`config.mk`:
```
export PLATFORM = sky130hd
export DESIGN_NAME = ovi_load_packer
export DESIGN_NICKNAME = d
export VERILOG_FILES = /design/src/rtl/ovi_pkg.sv /design/src/rtl/ovi_elem_assembler.sv /design/src/rtl/ovi_load_packer.sv
export SDC_FILE = /design/constraint.sdc
export NUM_CORES = 2
export LEC_CHECK = 0
export CORE_MARGIN = 3
export CORE_UTILIZATION = 39
export CTS_CLUSTER_DIAMETER = 40
export DETAILED_ROUTE_END_ITERATION = 10
export HOLD_SLACK_MARGIN = 0.05
export SKIP_LAST_GASP = 1
export SLEW_MARGIN = 20
export SYNTH_ARGS = -nofsm -noshare
export SYNTH_HDL_FRONTEND = slang
export SYNTH_SLANG_ARGS = --single-unit
```
`constraint.sdc`:
```
create_clock -name clk -period 7.6 [get_ports clk]
set_clock_uncertainty 0.15 [all_clocks]
set_input_delay 1.14 -clock clk [delete_from_list [all_inputs] [get_ports clk]]
set_output_delay 1.14 -clock clk [all_outputs]
set_load 0.02 [all_outputs]
```
`src/rtl/ovi_pkg.sv`:
```
// Shared OVI bridge types: SEW codes, packer states, seq_id layout.
// Element helpers sized for the widest (64-bit) element.
package ovi_pkg;

   localparam logic [1:0] SEW_8  = 2'd0;
   localparam logic [1:0] SEW_16 = 2'd1;
   localparam logic [1:0] SEW_32 = 2'd2;
   localparam logic [1:0] SEW_64 = 2'd3;

   localparam int ELEM_W    = 64;
   localparam int SEQ_SB_W  = 5;
   localparam int SEQ_CNT_W = 7;
   localparam int SEQ_OFF_W = 6;
   localparam int SEQ_ID_W  = 11;
   localparam int SEQ_REG_W = 5;

   typedef enum logic [1:0] {
      ST_IDLE,
      ST_COLLECT,
      ST_FLUSH,
      ST_SYNC
   } state_e;

   typedef struct packed {
      logic [SEQ_SB_W-1:0]  sb_id;
      logic [SEQ_CNT_W-1:0] el_count;
      logic [SEQ_OFF_W-1:0] el_off;
      logic [SEQ_ID_W-1:0]  el_id;
      logic [SEQ_REG_W-1:0] v_reg;
   } seq_id_t;

   function automatic logic [6:0] sew_bits(input logic [1:0] sew);
      return 7'd8 << sew;
   endfunction

   function automatic logic [ELEM_W-1:0] sew_mask(input logic [1:0] sew);
      logic [ELEM_W-1:0] m;
      unique case (sew)
         SEW_8:   m = 64'hff;
         SEW_16:  m = 64'hffff;
         SEW_32:  m = 64'hffff_ffff;
         default: m = '1;
      endcase
      return m;
   endfunction

endpackage

```
`src/rtl/ovi_elem_assembler.sv`:
```
// Merges one or two core responses into a single SEW element.
// A 64-bit element on a narrower port arrives low half first.
module ovi_elem_assembler
   import ovi_pkg::*;
#(
   parameter int RESP_W = 32
) (
   input  logic              clk,
   input  logic              rst_l,
   input  logic              clr,
   input  logic              in_valid,
   input  logic [RESP_W-1:0] in_data,
   input  logic [1:0]        sew,
   output logic              elem_done,
   output logic [ELEM_W-1:0] elem_data
);

   localparam bit SPLIT = RESP_W < ELEM_W;

   logic              two_part;
   logic              hi_q;
   logic [RESP_W-1:0] lo_q;
   logic [ELEM_W-1:0] raw;

   assign two_part = SPLIT && (sew == SEW_64);

   always_ff @(posedge clk or negedge rst_l) begin
      if (!rst_l) begin
         hi_q <= 1'b0;
         lo_q <= '0;
      end else if (clr) begin
         hi_q <= 1'b0;
      end else if (in_valid && two_part) begin
         hi_q <= ~hi_q;
         if (!hi_q) lo_q <= in_data;
      end
   end

   always_comb begin
      elem_done = in_valid && (!two_part || hi_q);
      raw       = two_part ? ELEM_W'({in_data, lo_q})
                           : ELEM_W'(in_data);
      elem_data = raw & sew_mask(sew);
   end

endmodule

```
`src/rtl/ovi_load_packer.sv`:
```
// Packs scalar load responses into full-width OVI load beats,
// tags each beat with a seq_id and closes the load with sync_end.
module ovi_load_packer
   import ovi_pkg::*;
#(
   parameter int MEMDATA_W = 512,
   parameter int RESP_W    = 32,
   parameter int SBID_W    = 5,
   parameter int VL_W      = 15
) (
   input  logic                 clk,
   input  logic                 rst_l,
   input  logic                 start_valid,
   input  logic [SBID_W-1:0]    start_sb_id,
   input  logic [1:0]           start_sew,
   input  logic [VL_W-1:0]      start_vl,
   input  logic [4:0]           start_vd,
   output logic                 busy,
   output logic                 resp_ready,
   input  logic                 resp_valid,
   input  logic [RESP_W-1:0]    resp_data,
   input  logic                 kill,
   output logic                 ld_valid,
   output logic [MEMDATA_W-1:0] ld_data,
   output logic [SBID_W-1:0]    ld_sb_id,
   output logic [6:0]           ld_el_count,
   output logic [5:0]           ld_el_off,
   output logic [10:0]          ld_el_id,
   output logic [4:0]           ld_v_reg,
   output logic                 ld_mask_valid,
   output logic                 sync_end,
   output logic [SBID_W-1:0]    sync_sb_id
);

   localparam int IDW = VL_W + 8;

   state_e                 state_q, state_d;
   logic [SBID_W-1:0]      sb_q;
   logic [1:0]             sew_q;
   logic [VL_W-1:0]        vl_q;
   logic [4:0]             vd_q;
   logic [VL_W-1:0]        elem_q;
   logic [7:0]             cnt_q;
   logic [VL_W-1:0]        beat_q;
   logic [MEMDATA_W-1:0]   acc_q;

   logic                   accept;
   logic                   elem_done;
   logic [ELEM_W-1:0]      elem_data;
   logic [7:0]             epb;
   logic                   beat_full;
   logic                   last_elem;
   logic [15:0]            bit_off;
   logic [MEMDATA_W-1:0]   ext;
   logic [IDW-1:0]         id_full;
   seq_id_t                seq;

   assign accept = resp_valid && (state_q == ST_COLLECT) && !kill;

   ovi_elem_assembler #(
      .RESP_W(RESP_W)
   ) u_asm (
      .clk      (clk),
      .rst_l    (rst_l),
      .clr      (state_q != ST_COLLECT),
      .in_valid (accept),
      .in_data  (resp_data),
      .sew      (sew_q),
      .elem_done(elem_done),
      .elem_data(elem_data)
   );

   always_comb begin
      epb       = 8'((MEMDATA_W / 8) >> sew_q);
      beat_full = (cnt_q + 8'd1) == epb;
      last_elem = (elem_q + VL_W'(1)) == vl_q;
      bit_off   = 16'(cnt_q) * 16'(sew_bits(sew_q));
      ext       = MEMDATA_W'(elem_data) << bit_off;
   end

   // An empty load takes a silent FLUSH so sync lands two cycles after start.
   always_comb begin
      state_d = state_q;
      unique case (state_q)
         ST_IDLE:
            if (start_valid) begin
               state_d = (start_vl == '0) ? ST_FLUSH : ST_COLLECT;
            end
         ST_COLLECT:
            if (elem_done && (beat_full || last_elem)) begin
               state_d = ST_FLUSH;
            end
         ST_FLUSH:
            state_d = (elem_q == vl_q) ? ST_SYNC : ST_COLLECT;
         ST_SYNC:
            state_d = ST_IDLE;
         default:
            state_d = ST_IDLE;
      endcase
      if (kill && (state_q != ST_IDLE)) state_d = ST_IDLE;
   end

   always_ff @(posedge clk or negedge rst_l) begin
      if (!rst_l) begin
         state_q <= ST_IDLE;
         sb_q    <= '0;
         sew_q   <= '0;
         vl_q    <= '0;
         vd_q    <= '0;
         elem_q  <= '0;
         cnt_q   <= '0;
         beat_q  <= '0;
         acc_q   <= '0;
      end else begin
         state_q <= state_d;
         if ((state_q == ST_IDLE) && start_valid) begin
            sb_q   <= start_sb_id;
            sew_q  <= start_sew;
            vl_q   <= start_vl;
            vd_q   <= start_vd;
            elem_q <= '0;
            cnt_q  <= '0;
            beat_q <= '0;
            acc_q  <= '0;
         end
         if (elem_done) begin
            acc_q  <= acc_q | ext;
            cnt_q  <= cnt_q + 8'd1;
            elem_q <= elem_q + VL_W'(1);
         end
         if (state_q == ST_FLUSH) begin
            acc_q  <= '0;
            cnt_q  <= '0;
            beat_q <= beat_q + VL_W'(1);
         end
      end
   end

   always_comb begin
      id_full      = IDW'(beat_q) * IDW'(epb);
      seq.sb_id    = SEQ_SB_W'(sb_q);
      seq.el_count = (cnt_q > 8'd127) ? 7'h7f : cnt_q[6:0];
      seq.el_off   = '0;
      seq.el_id    = (id_full > IDW'(2047)) ? 11'h7ff : id_full[10:0];
      seq.v_reg    = vd_q + beat_q[4:0];
   end

   assign busy          = state_q != ST_IDLE;
   assign resp_ready    = state_q == ST_COLLECT;
   assign ld_valid      = (state_q == ST_FLUSH) && (cnt_q != '0) && !kill;
   assign sync_end      = (state_q == ST_SYNC) && !kill;
   assign ld_data       = ld_valid ? acc_q : '0;
   assign ld_sb_id      = ld_valid ? SBID_W'(seq.sb_id) : '0;
   assign ld_el_count   = ld_valid ? seq.el_count : '0;
   assign ld_el_off     = seq.el_off;
   assign ld_el_id      = ld_valid ? seq.el_id : '0;
   assign ld_v_reg      = ld_valid ? seq.v_reg : '0;
   assign ld_mask_valid = 1'b0;
   assign sync_sb_id    = sync_end ? sb_q : '0;

endmodule

```
==> qor.txt <==
Post-Synthesis Mean Instance Area - 9.15 sq um
Synth area leader - dfrtp_1
Placement Rows - 110
Power Dens Cells - 288 nW/um^2
Slew HR - 16.7%
Cells after Synth - 3934
Synth area leaders - dfrtp_1, and3_1, nand2_1, o21ai_0, ha_1
I/O pins - 620
CTS H-tree depth - 3
port bufs - 612
Vias - 35200
DR vias/cell - 6.20
Hold WC Path Type - primary input to async pin
status - finished, final reports clean
Worst EP arrival - 6020 ps
Final min period - 7310 ps
Detailed Place HPWL - 115 mm
Clock Sinks - 612
Detailed Route WL - 162 mm
initial antenna violation count - 14
Global Route Usage Sum - 32.6%
critical path required time - 6310 ps
Peak VDD IR - 494 uV
#FFs+latches synth - 612
Primary FF master, synth - dfrtp_1
reg2reg start - sew_q[1]$_DFFE_PN0P_
Post-Layout Cell Count - 5670
router iterations before antenna repair - 7
Clock Pin Slew Worst Setup and Hold Paths - 50 ps
worst-path fanout max - 25
Worst Tran Pin Value - 1240 ps
FMAX - 137 MHz
Congestion Overflow GR - 0
critical path startpoint category - flop
clock buffer depth - 3
final setup margin - 293 ps
CTS Hold Buffers Added - 0
TNS Setup - 0 ps
DRC viols - 0
area of the multi-input gates - 19000 sq um
Setup Viol. Count Final - 0
Post-DRT Antenna Nets - 0
Slew Viols, Final - 0
die height - 310 microns
clock latency on the worst-skew pair - 670 ps
type of destination of the critical path - primary output
Yosys cell types - 82
layout cells sized above 1 - 9.79%
Max Cap Viol - 0
first-pass GRT wire length - 233 mm
period utilization - 96.1%
register area - 15300 sq um
Fin. Hold Viols - 0
Post-synth EDFFs - 0
Initial Util - 39.7%
global placement routability congestion - 0.964
Leakage - 22.2 nW
Root Buffer - clkbuf_16
Die X - 310 microns
post-place setup slack - 703 ps
R2R cell count - 19
crit path kind - flop to primary output
reg-to-reg slack, setup - 760 ps
drt wl/cell - 28.6 microns
NumNets Final - 4605
Mapped Area - 36000 sq um
largest net degree at the start of global routing - 260
register area share after synthesis - 42.5%
RSZ-0062 raised after global routing - no
DR iter-0 viols - 4310
total CTS buffers - 111
die area - 96000 sq um
share of the synthesized area in the top cell type - 42.5%
Fillers - 8360
area grow syn2layout - 31.1%
CTS tree - yes
Reg-to-Reg End - acc_q[277]$_DFFE_PN0P_
core area - 90700 sq um
number of global-route vias before repair - 33600
asr flop ratio synth - 100%
Yosys Warn Count - 0
Inst Count DP - 5458
layout by cell type, fill, tap and decap left out, drive strengths merged, types with 26 or more instances in the layout:
| cell | n |
|---|---|
| dfrtp | 612 |
| nand3 | 74 |
| o21ai | 346 |
| xnor2 | 29 |
| a31oi | 27 |
| nor2 | 155 |
| clkdlybuf4s50 | 611 |
| ha | 104 |
| nor3 | 54 |
| fa | 41 |
| a21o | 26 |
| mux2 | 92 |
| and3 | 552 |
| a22oi | 106 |
| inv | 65 |
| o22ai | 36 |
| mux2i | 54 |
| clkbuf | 141 |
| o221ai | 117 |
| a22o | 94 |
| and2 | 76 |
| a21oi | 61 |
| nand2 | 557 |
| buf | 100 |
| clkinv | 33 |
Yosys cell counts (18+ instances only):
master      n
clkbuf_1  288
a21oi_1    61
ha_1      104
and2_1     76
xnor2_1    29
a22o_1     94
o22ai_1    36
o211ai_1   25
nor2b_1    18
a22oi_1   106
o221ai_1  116
nand4_1    20
a32oi_1    25
nand2_1   556
a21o_1     26
o31ai_1    18
mux2_2     92
nor4_1     18
a31oi_1    27
buf_2      46
nor2_1    152
dfrtp_1   612
nand3_1    72
a221oi_1   20
inv_1      59
fa_1       41
nor3_1     37
o21ai_0   332
and3_1    552
a221o_1    22
mux2i_1    54
layout make-up:
cell class	instances	share of cell area, %
Antenna cell	10	0.0530
Clock buffer	141	6.55
Clock inverter	60	2.04
Inverter	62	0.493
Multi-Input combinational cell	2898	40.3
Sequential cell	612	32.5
Tap cell	1176	3.12
Timing Repair Buffer	711	14.9
worst max-delay path: stages, from the launching register on:
cell and delay [ps]:
dfrtp_4 580, nor2_1 160, buf_6 200, and2_1 150, ha_1 220, inv_1 70, fa_1 430, fa_1 490
inv_1 40, ha_1 260, ha_1 210, fa_1 470, a21o_1 190, a221o_1 320, a211o_1 300, o221a_2 240
nand4_1 80, buf_4 180, and2_1 170, clkdlybuf4s50_1 610
repair_timing:
item / in CTS / in global routing
buffers inserted: 0 / 1
endpoints found under the setup margin: 0 / 11
resized for setup: 0 / 3
flip-flops by register name (all words and copies together) (netlist names):
register	flops
cnt_q	8
vl_q	15
vd_q	5
sew_q	2
state_q	2
beat_q	15
u_asm.hi_q	1
u_asm.lo_q	32
elem_q	15
sb_q	5
acc_q	512
per-stage QoR:
step | cell area, sq um | hold slack, ps | total power [mW] | util (%)
2_1_floorplan | 36000 | 290 | 6.39 | -
3_3_place_gp | 43100 | 303 | 8.12 | 47.5
3_5_place_dp | 43100 | 308 | 8.15 | 47.5
4_1_cts | 47100 | 224 | 13.5 | 51.9
5_1_grt | 47200 | 246 | 14.0 | 52.0
6_report | 47200 | 233 | 13.6 | 52.0
layer usage:
layer	track usage (%)	share of wire (%)	up-vias
met1	43.0	40	17500
met5	0	0.028	-
met3	7.93	9.6	391
met4	15.3	5.1	6
li1	-	-	15300
met2	50.5	45	1987
logic make-up after synthesis:
family | Yosys count | share of synthesized area [%]
flops | 612 | 42.5
mux | 147 | 4.44
compound gates | 969 | 18.5
buf+inv | 430 | 4.85
xor+xnor | 42 | 1.02
fa+ha+maj | 145 | 5.90
other cells | 1 | 0.0104
simple gates | 1588 | 22.8
power breakdown:
part	leakage, nW	switching, mW	total, mW	internal, mW
logic	11.8	3.42	4.44	1.01
clock network	1.96	1.86	5.33	3.47
registers	8.43	0.272	3.84	3.56
worst max-delay path by stage:
stage	start	to	slack, ps	depth (start not counted)
finish	sew_q[0]$_DFFE_PN0P_	ld_el_id[1]	290	19
global route	sew_q[1]$_DFFE_PN0P_	ld_el_id[3]	10	18
CTS	sew_q[0]$_DFFE_PN0P_	ld_el_id[1]	20	19
detailed placement	sew_q[0]$_DFFE_PN0P_	ld_el_id[1]	700	19
global placement	sew_q[0]$_DFFE_PN0P_	ld_el_id[0]	720	18
floorplan	sew_q[0]$_DFFE_PN0P_	ld_el_id[1]	820	22
Power figures use the tool's default switching activity.
